--- config.mk ---
export PLATFORM = sky130hd
export DESIGN_NAME = load_buffer_tracker
export DESIGN_NICKNAME = d
export VERILOG_FILES = /design/src/rtl/load_buffer_tracker.sv
export SDC_FILE = /design/constraint.sdc
export NUM_CORES = 1
export LEC_CHECK = 0
export CAP_MARGIN = 20
export CORE_AREA = 2 2 71 80
export CTS_BUF_LIST = sky130_fd_sc_hd__clkbuf_4
export CTS_CLUSTER_DIAMETER = 150
export DETAILED_ROUTE_END_ITERATION = 6
export DIE_AREA = 0 0 73 82
export GPL_TIMING_DRIVEN = 1
export PLACE_DENSITY = 0.86
export SYNTH_ARGS = -nofsm -noshare
export SYNTH_HDL_FRONTEND = slang
export SYNTH_SLANG_ARGS = --single-unit
--- constraint.sdc ---
create_clock -name clk_i -period 5.3 [get_ports clk_i]
set_input_delay 1.06 -clock clk_i [delete_from_list [all_inputs] [get_ports clk_i]]
set_output_delay 1.06 -clock clk_i [all_outputs]
set_load 0.02 [all_outputs]
--- src/rtl/load_buffer_tracker.sv ---
// rtl/load_buffer_tracker.sv - outstanding-load slot tracker with registered writeback
// Optional feature macro: LOAD_BUFFER_SAME_CYCLE_REUSE_EN (reallocate a response-freed slot in the same cycle while full)
module load_buffer_tracker #(
  parameter int unsigned NR_ENTRIES    = 2,
  parameter int unsigned TRANS_ID_BITS = 3,
  parameter int unsigned XLEN          = 32,
  parameter int unsigned META_W        = 5,
  localparam int unsigned IDX_W        = (NR_ENTRIES > 1) ? $clog2(NR_ENTRIES) : 1
) (
  input  logic                     clk_i,
  input  logic                     rst_ni,
  input  logic                     flush_i,
  input  logic                     req_valid_i,
  output logic                     req_ready_o,
  input  logic [TRANS_ID_BITS-1:0] req_trans_id_i,
  input  logic [META_W-1:0]        req_meta_i,
  output logic [IDX_W-1:0]         req_tag_o,
  input  logic                     rsp_valid_i,
  input  logic [IDX_W-1:0]         rsp_tag_i,
  input  logic [XLEN-1:0]          rsp_data_i,
  output logic                     out_valid_o,
  output logic [TRANS_ID_BITS-1:0] out_trans_id_o,
  output logic [META_W-1:0]        out_meta_o,
  output logic [XLEN-1:0]          out_data_o,
  output logic                     empty_o,
  output logic                     full_o
);

  logic [NR_ENTRIES-1:0]    valid_q, valid_d;
  logic [NR_ENTRIES-1:0]    killed_q, killed_d;
  logic [TRANS_ID_BITS-1:0] trans_id_q [NR_ENTRIES];
  logic [TRANS_ID_BITS-1:0] trans_id_d [NR_ENTRIES];
  logic [META_W-1:0]        meta_q [NR_ENTRIES];
  logic [META_W-1:0]        meta_d [NR_ENTRIES];

  logic                     out_valid_q, out_valid_d;
  logic [TRANS_ID_BITS-1:0] out_trans_id_q, out_trans_id_d;
  logic [META_W-1:0]        out_meta_q, out_meta_d;
  logic [XLEN-1:0]          out_data_q, out_data_d;

  logic [NR_ENTRIES-1:0]    rsp_sel;
  logic                     rsp_hit;
  logic                     rsp_killed;
  logic [TRANS_ID_BITS-1:0] rsp_trans_id;
  logic [META_W-1:0]        rsp_meta;
  logic                     has_free;
  logic [IDX_W-1:0]         free_idx;
  logic                     reuse;
  logic [IDX_W-1:0]         alloc_idx;
  logic                     req_ready;
  logic                     req_fire;

  // Decode the response slot; tags beyond NR_ENTRIES or to free slots select nothing.
  always_comb begin
    rsp_sel      = '0;
    rsp_killed   = 1'b0;
    rsp_trans_id = '0;
    rsp_meta     = '0;
    for (int i = 0; i < int'(NR_ENTRIES); i++) begin
      if (rsp_valid_i && valid_q[i] && (rsp_tag_i == IDX_W'(i))) begin
        rsp_sel[i]   = 1'b1;
        rsp_killed   = killed_q[i];
        rsp_trans_id = trans_id_q[i];
        rsp_meta     = meta_q[i];
      end
    end
    rsp_hit = |rsp_sel;
  end

  // Pick the lowest-index free slot and form the issue handshake.
  always_comb begin
    has_free = 1'b0;
    free_idx = '0;
    for (int i = int'(NR_ENTRIES) - 1; i >= 0; i--) begin
      if (!valid_q[i]) begin
        has_free = 1'b1;
        free_idx = IDX_W'(i);
      end
    end
`ifdef LOAD_BUFFER_SAME_CYCLE_REUSE_EN
    reuse     = !has_free && rsp_hit;
    alloc_idx = has_free ? free_idx : rsp_tag_i;
`else
    reuse     = 1'b0;
    alloc_idx = free_idx;
`endif
    req_ready = (has_free || reuse) && !flush_i;
    req_fire  = req_valid_i && req_ready;
  end

  // Slot and writeback next state; allocation wins over a same-cycle free of the same slot.
  always_comb begin
    valid_d    = valid_q;
    killed_d   = killed_q;
    trans_id_d = trans_id_q;
    meta_d     = meta_q;
    for (int i = 0; i < int'(NR_ENTRIES); i++) begin
      if (rsp_sel[i]) valid_d[i] = 1'b0;
      if (flush_i && valid_q[i]) killed_d[i] = 1'b1;
      if (req_fire && (alloc_idx == IDX_W'(i))) begin
        valid_d[i]    = 1'b1;
        killed_d[i]   = 1'b0;
        trans_id_d[i] = req_trans_id_i;
        meta_d[i]     = req_meta_i;
      end
    end
    // A response landing in the flush cycle counts as killed, so nothing is written back post-flush.
    out_valid_d    = rsp_hit && !rsp_killed && !flush_i;
    out_trans_id_d = out_trans_id_q;
    out_meta_d     = out_meta_q;
    out_data_d     = out_data_q;
    if (out_valid_d) begin
      out_trans_id_d = rsp_trans_id;
      out_meta_d     = rsp_meta;
      out_data_d     = rsp_data_i;
    end
  end

  // State registers with asynchronous active-low reset.
  always_ff @(posedge clk_i or negedge rst_ni) begin
    if (!rst_ni) begin
      valid_q        <= '0;
      killed_q       <= '0;
      for (int i = 0; i < int'(NR_ENTRIES); i++) begin
        trans_id_q[i] <= '0;
        meta_q[i]     <= '0;
      end
      out_valid_q    <= 1'b0;
      out_trans_id_q <= '0;
      out_meta_q     <= '0;
      out_data_q     <= '0;
    end else begin
      valid_q        <= valid_d;
      killed_q       <= killed_d;
      trans_id_q     <= trans_id_d;
      meta_q         <= meta_d;
      out_valid_q    <= out_valid_d;
      out_trans_id_q <= out_trans_id_d;
      out_meta_q     <= out_meta_d;
      out_data_q     <= out_data_d;
    end
  end

  assign req_ready_o    = req_ready;
  assign req_tag_o      = alloc_idx;
  assign out_valid_o    = out_valid_q;
  assign out_trans_id_o = out_trans_id_q;
  assign out_meta_o     = out_meta_q;
  assign out_data_o     = out_data_q;
  assign empty_o        = ~|valid_q;
  assign full_o         = &valid_q;

endmodule

## Word-level counts from Yosys, hierarchy flattened

Index checks and enable logic that the tools add are counted.

| word-level totals | value |
|---|---|
| register bits | 61 |
| input port bits | 46 |
| output and inout bits | 45 |
| logic and storage cells | 55 |

| cells by class | value |
|---|---|
| muxes and demuxes | 19 |
| bitwise operators | 2 |
| reduce and logical (&&, ||, !) cells | 22 |

Operators with widths:

| operator | number |
|---|---|
| $mux 1 | 15 |
| $logic_and 1x1->1 | 12 |
| $mux 5 | 2 |
| $reduce_bool 2->1 | 4 |
| $mux 3 | 2 |
| $reduce_or 2->1 | 2 |
| $logic_not 1->1 | 3 |
| $not 1->1 | 2 |
| $reduce_and 2->1 | 1 |

## Logic depth before layout (Yosys ltp)

Gate-level depths: netlist of run 1.

| depth | value |
|---|---|
| word-level depth | 7 |
| mapped depth | 5 |
| mapped depth without buffers | 3 |

## Worst setup path after synthesis of run 1

OpenSTA, ideal clock, no wires.

| timing | value |
|---|---|
| path kind | input to register |
| start point | input rsp_tag_i |
| end point | register out_data_q[10] (netlist: out_data_o[10]) |
| library setup time | 0.125 ns |
| arrival | 2.367 ns |
| data required time | 5.175 ns |
| slack | 2.808 ns |
| cell stages on the path | 4 |
| buffers on the path | 1 |
| cell sequence | or3b_1 > a211oi_4 > buf_6 > mux2_2 |

| on the way | value |
|---|---|
| word-level cells in the longest chain between the ends | 7 |
| elaborated cells on any way between the ends | 11 |
| classes of those cells | mux (4); bitwise (1); reduce/logical (6) |

Ends and longest elaborated chain:

| element | RTL line | text |
|---|---|---|
| start, declared | 19 | `input logic [IDX_W-1:0] rsp_tag_i,` |
| $not 1->1 | 60 | `if (rsp_valid_i && valid_q[i] && (rsp_tag_i == IDX_W'(i))) begin` |
| $logic_and 1x1->1 | 60 |  |
| $mux 1 (2 in a row) | 60 |  |
| $logic_not 1->1 | 108 | `out_valid_d = rsp_hit && !rsp_killed && !flush_i;` |
| $logic_and 1x1->1 (*) (2 in a row) | 108 |  |
| net out_valid_d | 36 | `logic out_valid_q, out_valid_d;` |
| end signal, assigned | 140 | `out_data_q <= out_data_d;` |
| end, declared | 39 | `logic [XLEN-1:0] out_data_q, out_data_d;` |

Mark *: on every way through the listed nets, which the timed path passes. The rest lies on a longest branch.
A chain may end at the register's enable or synchronous reset.

## Worst setup path after layout of run 1

| timing | value |
|---|---|
| start point | input flush_i |
| end point | output req_ready_o |

| on the way | value |
|---|---|
| word-level cells in the longest chain between the ends | 2 |

Ends and longest elaborated chain:

| element | RTL line | text |
|---|---|---|
| start, declared | 12 | `input logic flush_i,` |
| $logic_not 1->1 | 87 | `req_ready = (has_free \|\| reuse) && !flush_i;` |
| $logic_and 1x1->1 | 87 |  |
| end, declared | 14 | `output logic req_ready_o,` |

Every way passes these cells.

==> impl_metrics.env, run 1 <==
export IMPL_min_period_ps=3400
export IMPL_placed_cells=310
export IMPL_drt_initial_drc_count=61
export IMPL_drv_slew=0
export IMPL_place_hpwl_um=3450
export IMPL_clockBufferDepth=2
export IMPL_grt_start_max_net_pins=36
export IMPL_syn_avg_cell_area_um2=14.9
export IMPL_ant_nets=0
export IMPL_place_congestion=0.694
export IMPL_grt_total_usage_pct=17.5
export IMPL_worst_hold_slack_ps=513
export IMPL_io_pins=91
export IMPL_core_area_um2=5220
export IMPL_fin_area_um2=3530
export IMPL_status="complete, no violations"
export IMPL_synth_ff_type="dfrtp_1"
export IMPL_worstPathRequired_ps=4240
export IMPL_cts_hold_buf=0
export IMPL_grt_pass1_vias=1629
export IMPL_cts_setup_buffers=0
export IMPL_min_path_type="register to register"
export IMPL_overflow=0
export IMPL_synthesis_nets=211
export IMPL_cellLeakagePower_uw=0.00148
export IMPL_crit_type="input pin to primary output"
export IMPL_regArea_um2=1530
export IMPL_clk_latency_ps=400
export IMPL_tns_ps=0
export IMPL_cts_resized=0
export IMPL_drc=0
export IMPL_cts_buffers=9
export IMPL_root_buffer="clkbuf_4"
export IMPL_async_reset_ff_share_pct=100
export IMPL_relSlewSlack_pct=49.2
export IMPL_rows=28
export IMPL_rsz0062_at_grt="no"
export IMPL_path_max_fanout=5
export IMPL_arrival_ps=2340
export IMPL_fin_skew_ps=14.7
export IMPL_ys_ff_latch=61
export IMPL_startpoint_type="input pin"
export IMPL_syn_instance_count=165
export IMPL_io_buffers=90
export IMPL_final_cells=326
export IMPL_route_vias_total=1649
export IMPL_totalWireLength_um=4810
export IMPL_maxCapViolCount=0
export IMPL_worst_setup_path_end_kind="primary output"
export IMPL_peakVddDrop_mv=0.212
export IMPL_worst_slew_pin_transition_ps=759
export IMPL_netlist_area_leader_share_pct=62.3
export IMPL_setup_viol=0
export IMPL_dieArea_um2=5990
export IMPL_grt_antenna_before_repair=0
export IMPL_fmax_mhz=294
export IMPL_drive_gt1_share_pct=25.9
export IMPL_synth_edff_count=0
export IMPL_hold_viol=0
export IMPL_initial_utilization_pct=47.0
export IMPL_synth_area_leader_cell="dfrtp_1"
export IMPL_avgViaCountPerCell=5.06
export IMPL_htreeDepth=3
export IMPL_wl_per_cell_um=14.8
export IMPL_path_clk_slew_ps=100
export IMPL_grt_pass1_wl_um=7660
export IMPL_firstDrtPassIters=4
export IMPL_cellPowerDensity_nw_per_um2=537
export IMPL_yosysMostFrequentCell="dfrtp_1"
export IMPL_yosys_warnings=0
export IMPL_syn_area_um2=2450
export IMPL_fin_crit_sh_pct=64.2
export IMPL_cts_tree="built"
export IMPL_area_growth_pct=43.8
export IMPL_finalPower_uw=1890
export IMPL_fillers=405
export IMPL_synth_top_cells_by_area="dfrtp_1 (62%), mux2_2 (23%), mux2i_1 (2.0%), buf_6 (1.8%), a2bb2oi_1 (1.8%)"
export IMPL_multi_input_area_um2=842
export IMPL_n_antenna_cell=0
export IMPL_die_y_um=82
export IMPL_synthTopCellsByCount="dfrtp_1 (61), mux2_2 (51), inv_1 (6), nand2_1 (6), nor2_1 (6)"
export IMPL_clkSinkCount=61
export IMPL_nNetsFinal=307
export IMPL_ys_seq_area_share_pct=62.3
export IMPL_synthDistinctLibCells=21
export IMPL_die_w_um=73
export IMPL_ff2ff_setup_slack_ps=2800
export IMPL_dpl_cell_area_um2=3400
[sequential cells by signal, indices dropped and copies added, names as in the netlist]
signal / cells
out_data_o: 32
meta_q: 10
trans_id_q: 6
out_meta_o: 5
out_trans_id_o: 3
killed_q: 2
valid_q: 2
out_valid_o: 1
[layer usage]
metal  part of all wire (%)  global-route usage, %  wire length, µm  vias to the layer above
met5                      0                      0                0                        -
met4                    1.8                   8.33               86                        0
met3                    8.3                   7.24              397                        6
met2                     49                   27.5             2340                       75
met1                     41                   20.8             1990                      802
li1                       -                      -                -                      766
[cells by family (layout without fill, tap and decap cells)]
logic type | count (synthesis) | in the layout | share of synthesized area, %
simple gates | 20 | 20 | 4.08
buf+inv | 14 | 115 | 3.37
mux | 56 | 56 | 25.5
flops | 61 | 61 | 62.3
compound gates | 14 | 14 | 4.80
[where the power goes]
group	leakage, µW	switching (µW)	internal [µW]	total [µW]
logic	0.000674	352	455	807
registers	0.000741	110	670	780
clock network	0.0000689	162	144	306
total	0.00148	623	1270	1890
[through the flow]
step | setup WS [ps] | util [%]
detailed placement | 1630 | 65.1
global route | 1830 | 67.5
CTS | 1890 | 67.5
global placement | 1690 | 65.1
finish | 1900 | 67.5
floorplan | 2810 | -
[worst max-delay path: stages]
cell	delay, ps
clkdlybuf4s50_1	530
nor2_1	140
clkdlybuf4s50_1	600
[placed cells by master, fill, tap and decap left out, drive strengths merged]
| cell | count |
|---|---|
| a211oi | 1 |
| a21o | 1 |
| a21oi | 2 |
| a22o | 3 |
| a2bb2oi | 5 |
| and2 | 2 |
| buf | 4 |
| bufinv | 1 |
| clkbuf | 10 |
| clkdlybuf4s50 | 89 |
| clkinv | 4 |
| clkinvlp | 1 |
| dfrtp | 61 |
| inv | 6 |
| mux2 | 51 |
| mux2i | 5 |
| nand2 | 6 |
| nand2b | 1 |
| nand3b | 1 |
| nor2 | 6 |
| nor2b | 2 |
| nor3b | 1 |
| o21ai | 2 |
| or3b | 1 |
[area by class of cell]
class                           count  share of cell area [%]
Sequential cell                    61                    43.3
Clock buffer                       10                    2.13
Clock inverter                      6                    1.53
Timing Repair Buffer               93                    26.4
Inverter                            6                   0.639
Tap cell                           60                    2.13
Multi-Input combinational cell     90                    23.9
[worst paths after layout]
path	start	to	depth (start not counted)
hold / removal	out_data_o[21]	out_data_o[21]	1
min in group asynchronous	rst_ni	out_data_o[2]	1
hold reg to reg	out_data_o[21]	out_data_o[21]	1
setup / recovery	flush_i	req_ready_o	3
setup reg to reg	valid_q[0]	out_data_o[11]	4
max in group asynchronous	rst_ni	out_meta_o[0]	2
Power figures use the tool's default switching activity.
==> run 2: changes to the inputs <==
- CORE_AREA: 2 2 71 80 -> 2 2 73 82
- DIE_AREA: 0 0 73 82 -> 0 0 75 84
- PLACE_DENSITY: 0.86 -> 0.82
- clock period: 5.3 -> 3.2 ns (I/O delays scaled with it)
==> run 2 against run 1 <==
Power grew 71%. Clock power grew 94%. Clock skew shrank 2.2 ps. Flip-flop and latch count is the same. Setup slack lost 1300 ps. Sequential power grew 65%. Die area grew 5.2%. Routed wire length grew 2.9%. Largest cell class unchanged.
==> impl_metrics.env, run 2 (synthesis gave the netlist of run 1 again) <==
export IMPL_peakVddDrop_mv=0.450
export IMPL_area_growth_pct=47.4
export IMPL_cts_resized=0
export IMPL_n_antenna_cell=0
export IMPL_drv_slew=0
export IMPL_mostFrequentLayoutCells="clkdlybuf4s50_1 (89), dfrtp_1 (61), mux2_2 (51), clkbuf_4 (11), buf_4 (7)"
export IMPL_die_y_um=84
export IMPL_crit_top_cell="clkdlybuf4s50_1"
export IMPL_arrival_ps=1930
export IMPL_critPathMaxStageDelay_ps=610
export IMPL_clk_latency_ps=390
export IMPL_cellLeakagePower_uw=0.00153
export IMPL_startpoint_type="input pin"
export IMPL_min_period_ps=2570
export IMPL_root_buffer="clkbuf_4"
export IMPL_largest_reg_flops=32
export IMPL_wl_per_cell_um=14.2
export IMPL_io_pins=91
export IMPL_hold_viol=0
export IMPL_core_area_um2=5550
export IMPL_maxCapViolCount=0
export IMPL_grt_antenna_before_repair=0
export IMPL_totalWireLength_um=4950
export IMPL_slowest_stage="clkdlybuf4s50_1"
export IMPL_grt_pass1_wl_um=8250
export IMPL_worst_setup_path_end_kind="primary output"
export IMPL_clockBufferDepth=2
export IMPL_setup_viol=0
export IMPL_overflow=0
export IMPL_grt_total_usage_pct=17.7
export IMPL_drt_initial_drc_count=30
export IMPL_fin_crit_sh_pct=80.3
export IMPL_clkSinkCount=61
export IMPL_reg2reg_from="valid_q[0]"
export IMPL_avgViaCountPerCell=4.75
export IMPL_worstReg2RegEnd="out_data_o[11]"
export IMPL_place_congestion=0.725
export IMPL_rsz0062_at_grt="no"
export IMPL_final_common_cell="clkdlybuf4s50_1"
export IMPL_critPathBufInv=2
export IMPL_place_hpwl_um=3660
export IMPL_worst_slew_pin_transition_ps=654
export IMPL_crit_type="input pin to primary output"
export IMPL_path_max_fanout=5
export IMPL_path_delay_family="buffers and inverters"
export IMPL_dieArea_um2=6300
export IMPL_ant_nets=0
export IMPL_path_clk_slew_ps=100
export IMPL_grt_start_max_net_pins=33
export IMPL_io_buffers=90
export IMPL_initial_utilization_pct=44.2
export IMPL_nNetsFinal=312
export IMPL_firstDrtPassIters=4
export IMPL_htreeDepth=3
export IMPL_tns_ps=0
export IMPL_status="complete, no violations"
export IMPL_fmax_mhz=389
export IMPL_cts_buffers=9
export IMPL_cts_tree="built"
export IMPL_fillers=458
export IMPL_cellPowerDensity_nw_per_um2=895
export IMPL_startpoint="flush_i"
export IMPL_die_w_um=75
export IMPL_min_path_type="input pin to async pin"
export IMPL_relSlewSlack_pct=56.4
export IMPL_rows=29
export IMPL_worstPathCellList="clkdlybuf4s50_1 -> nor2_1 -> clkdlybuf4s50_1"
export IMPL_finalPower_uw=3230
export IMPL_cts_setup_buffers=0
export IMPL_fin_skew_ps=12.5
export IMPL_drc=0
export IMPL_worstPathRequired_ps=2560
export IMPL_cts_hold_buf=0
export IMPL_route_vias_total=1652
export IMPL_drive_gt1_share_pct=28.4
export IMPL_ff2ff_setup_slack_ps=950
export IMPL_reg2reg_depth=4
export IMPL_grt_pass1_vias=1762
==> run 2: cell types whose count changed in the layout (fill, tap and decap cells not counted), sizes merged <==
cell | previous run | this run
clkinv | 4 | 3
clkinvlp | 1 | 0
clkbuf | 10 | 11
buf | 4 | 9
bufinv | 1 | 2
==> run 2: power by group <==
| group | switching [µW] | leakage, µW | internal [µW] |
|---|---|---|---|
| clock network | 264 | 0.0000906 | 331 |
| registers | 184 | 0.000741 | 1110 |
| logic | 585 | 0.000700 | 759 |
| total | 1030 | 0.00153 | 2200 |
==> run 2: worst max-delay path by stage <==
stage / endpoint / cells after the start
after detailed placement: out_data_o[11] / 5
after floorplan: out_data_o[10] / 4
after CTS: req_ready_o / 3
after global routing: req_ready_o / 3
after global placement: out_data_o[27] / 5
final: req_ready_o / 3
==> run 2: per-layer routing <==
layer | GRT usage, % | up-vias | wire (µm)
met1 | 21.2 | 802 | 2000
met5 | 0 | - | 0
met4 | 8.77 | 0 | 92
met3 | 3.99 | 9 | 347
li1 | - | 782 | -
met2 | 29.1 | 59 | 2510
==> run 2: layout make-up <==
| class | count | area (µm²) | area share (%) |
|---|---|---|---|
| timing repair buffer | 98 | 968 | 26.8 |
| sequential | 61 | 1530 | 42.2 |
| tap | 77 | 96.3 | 2.67 |
| multi-input combinational | 90 | 842 | 23.3 |
| clock buffer | 11 | 82.6 | 2.29 |
| inverter | 6 | 22.5 | 0.623 |
| clock inverter | 5 | 75.1 | 2.08 |
==> run 2: per-stage QoR <==
step | hold WS [ps] | area (µm²) | std cells | utilization [%] | worst slack, ps
2_1_floorplan | 344 | 2450 | 165 | - | 1130
3_3_place_gp | 467 | 3460 | 332 | 62.2 | 524
3_5_place_dp | 494 | 3460 | 332 | 62.2 | 500
4_1_cts | 276 | 3610 | 348 | 65.1 | 619
5_1_grt | 305 | 3610 | 348 | 65.1 | 520
6_report | 265 | 3610 | 348 | 65.1 | 631
==> run 3: changes to the inputs <==
- clock period: 3.2 -> 2.41 ns (I/O delays scaled with it)
==> run 3 against run 2 <==
Combinational power increased by 34%. Hold slack got worse by 150 ps. Design area decreased by 1.3%. Clock skew decreased by 1.5 ps. Routed wire length increased by 0.93%. Power increased by 26%. Flip-flop and latch count unchanged. Critical endpoint unchanged. Highest routed layer unchanged.
==> impl_metrics.env, run 3 (synthesis gave the netlist of run 1 again) <==
export IMPL_path_clk_slew_ps=90
export IMPL_drt_initial_drc_count=62
export IMPL_drc=0
export IMPL_min_path_type="input pin to async pin"
export IMPL_rows=29
export IMPL_dieArea_um2=6300
export IMPL_hold_viol=0
export IMPL_fmax_mhz=450
export IMPL_cellPowerDensity_nw_per_um2=1140
export IMPL_nNetsFinal=313
export IMPL_worstReg2RegEnd="out_data_o[12]"
export IMPL_cts_setup_buffers=0
export IMPL_root_buffer="clkbuf_4"
export IMPL_firstDrtPassIters=4
export IMPL_core_area_um2=5550
export IMPL_cellLeakagePower_uw=0.00151
export IMPL_fin_ws_ps=185
export IMPL_ff2ff_setup_slack_ps=560
export IMPL_worst_slew_pin_transition_ps=654
export IMPL_status="complete, no violations"
export IMPL_clkSinkCount=61
export IMPL_grt_start_max_net_pins=34
export IMPL_rsz0062_at_grt="no"
export IMPL_cts_resized=0
export IMPL_clk_latency_ps=380
export IMPL_arrival_ps=1740
export IMPL_fin_skew_ps=11.1
export IMPL_initial_utilization_pct=44.2
export IMPL_mostFrequentLayoutCells="clkdlybuf4s50_1 (89), dfrtp_1 (61), mux2_2 (51), clkbuf_4 (12), buf_4 (8)"
export IMPL_route_vias_total=1667
export IMPL_overflow=0
export IMPL_area_growth_pct=45.5
export IMPL_place_hpwl_um=3740
export IMPL_grt_antenna_before_repair=0
export IMPL_fin_crit_sh_pct=92.3
export IMPL_die_y_um=84
export IMPL_relSlewSlack_pct=56.4
export IMPL_peakVddDrop_mv=0.457
export IMPL_worst_setup_path_end_kind="primary output"
export IMPL_reg2reg_from="killed_q[0]"
export IMPL_wl_per_cell_um=14.4
export IMPL_startpoint_type="register"
export IMPL_worstPathRequired_ps=1930
export IMPL_final_common_cell="clkdlybuf4s50_1"
export IMPL_grt_total_usage_pct=17.5
export IMPL_dp_worst_setup_slack_ps=15.1
export IMPL_min_period_ps=2220
export IMPL_cts_buffers=9
export IMPL_largest_reg_flops=32
export IMPL_avgViaCountPerCell=4.79
export IMPL_die_w_um=75
export IMPL_path_max_fanout=8
export IMPL_maxCapViolCount=0
export IMPL_drv_slew=0
export IMPL_htreeDepth=3
export IMPL_io_buffers=90
export IMPL_grt_pass1_vias=1751
export IMPL_fin_area_um2=3570
export IMPL_ant_nets=0
export IMPL_setup_viol=0
export IMPL_drive_gt1_share_pct=28.0
export IMPL_totalWireLength_um=5000
export IMPL_cts_tree="built"
export IMPL_reg2reg_depth=4
export IMPL_crit_type="register to primary output"
export IMPL_place_congestion=0.769
export IMPL_n_antenna_cell=0
export IMPL_cts_hold_buf=0
export IMPL_clockBufferDepth=2
export IMPL_dpl_cell_area_um2=3460
export IMPL_grt_pass1_wl_um=8160
export IMPL_tns_ps=0
export IMPL_io_pins=91
[run 3: critical path, cell delays in order (launching register included)]
cell,delay [ps]
dfrtp_1,480
and2_1,200
nor2_1,80
clkdlybuf4s50_1,600
[run 3: where the power goes]
part | switching, µW | internal [µW] | leakage, µW | total [µW]
clock | 330 | 236 | 0.0000646 | 565
sequential | 235 | 1470 | 0.000741 | 1710
combinational | 793 | 1010 | 0.000707 | 1800
[run 3: per-layer routing]
layer | global-route usage (%) | wire [µm] | up-vias
li1 | - | - | 773
met1 | 20.7 | 1980 | 821
met3 | 4.23 | 323 | 10
met5 | 0 | 0 | -
met4 | 9.09 | 114 | 0
met2 | 28.7 | 2570 | 63
[run 3: through the flow]
step | utilization (%) | total power, µW | hold slack (ps) | cells
3_3_place_gp | 62.4 | 3500 | 471 | 333
4_1_cts | 64.3 | 4140 | 118 | 348
2_1_floorplan | - | 2640 | 186 | 165
6_report | 64.3 | 4080 | 113 | 348
5_1_grt | 64.3 | 4330 | 143 | 348
3_5_place_dp | 62.4 | 3570 | 492 | 333
[run 3: area by class of cell]
type / instances / area, µm²
clock buffers: 12 / 90.1
clock inverters: 3 / 13.8
fillers: 449 / 1980
inverters: 6 / 22.5
multi-input cells: 90 / 842
flip-flops and latches: 61 / 1530
well taps: 77 / 96.3
repair buffers: 99 / 976
[run 3: how the worst max path moves through the flow]
stage	start	slack, ps	endpoint
CTS	valid_q[1]	160	req_ready_o
global route	valid_q[1]	90	req_ready_o
detailed placement	rsp_tag_i	20	out_data_o[12]
global placement	rsp_tag_i	50	out_data_o[0]
floorplan	rsp_tag_i	500	out_data_o[10]
finish	valid_q[1]	190	req_ready_o
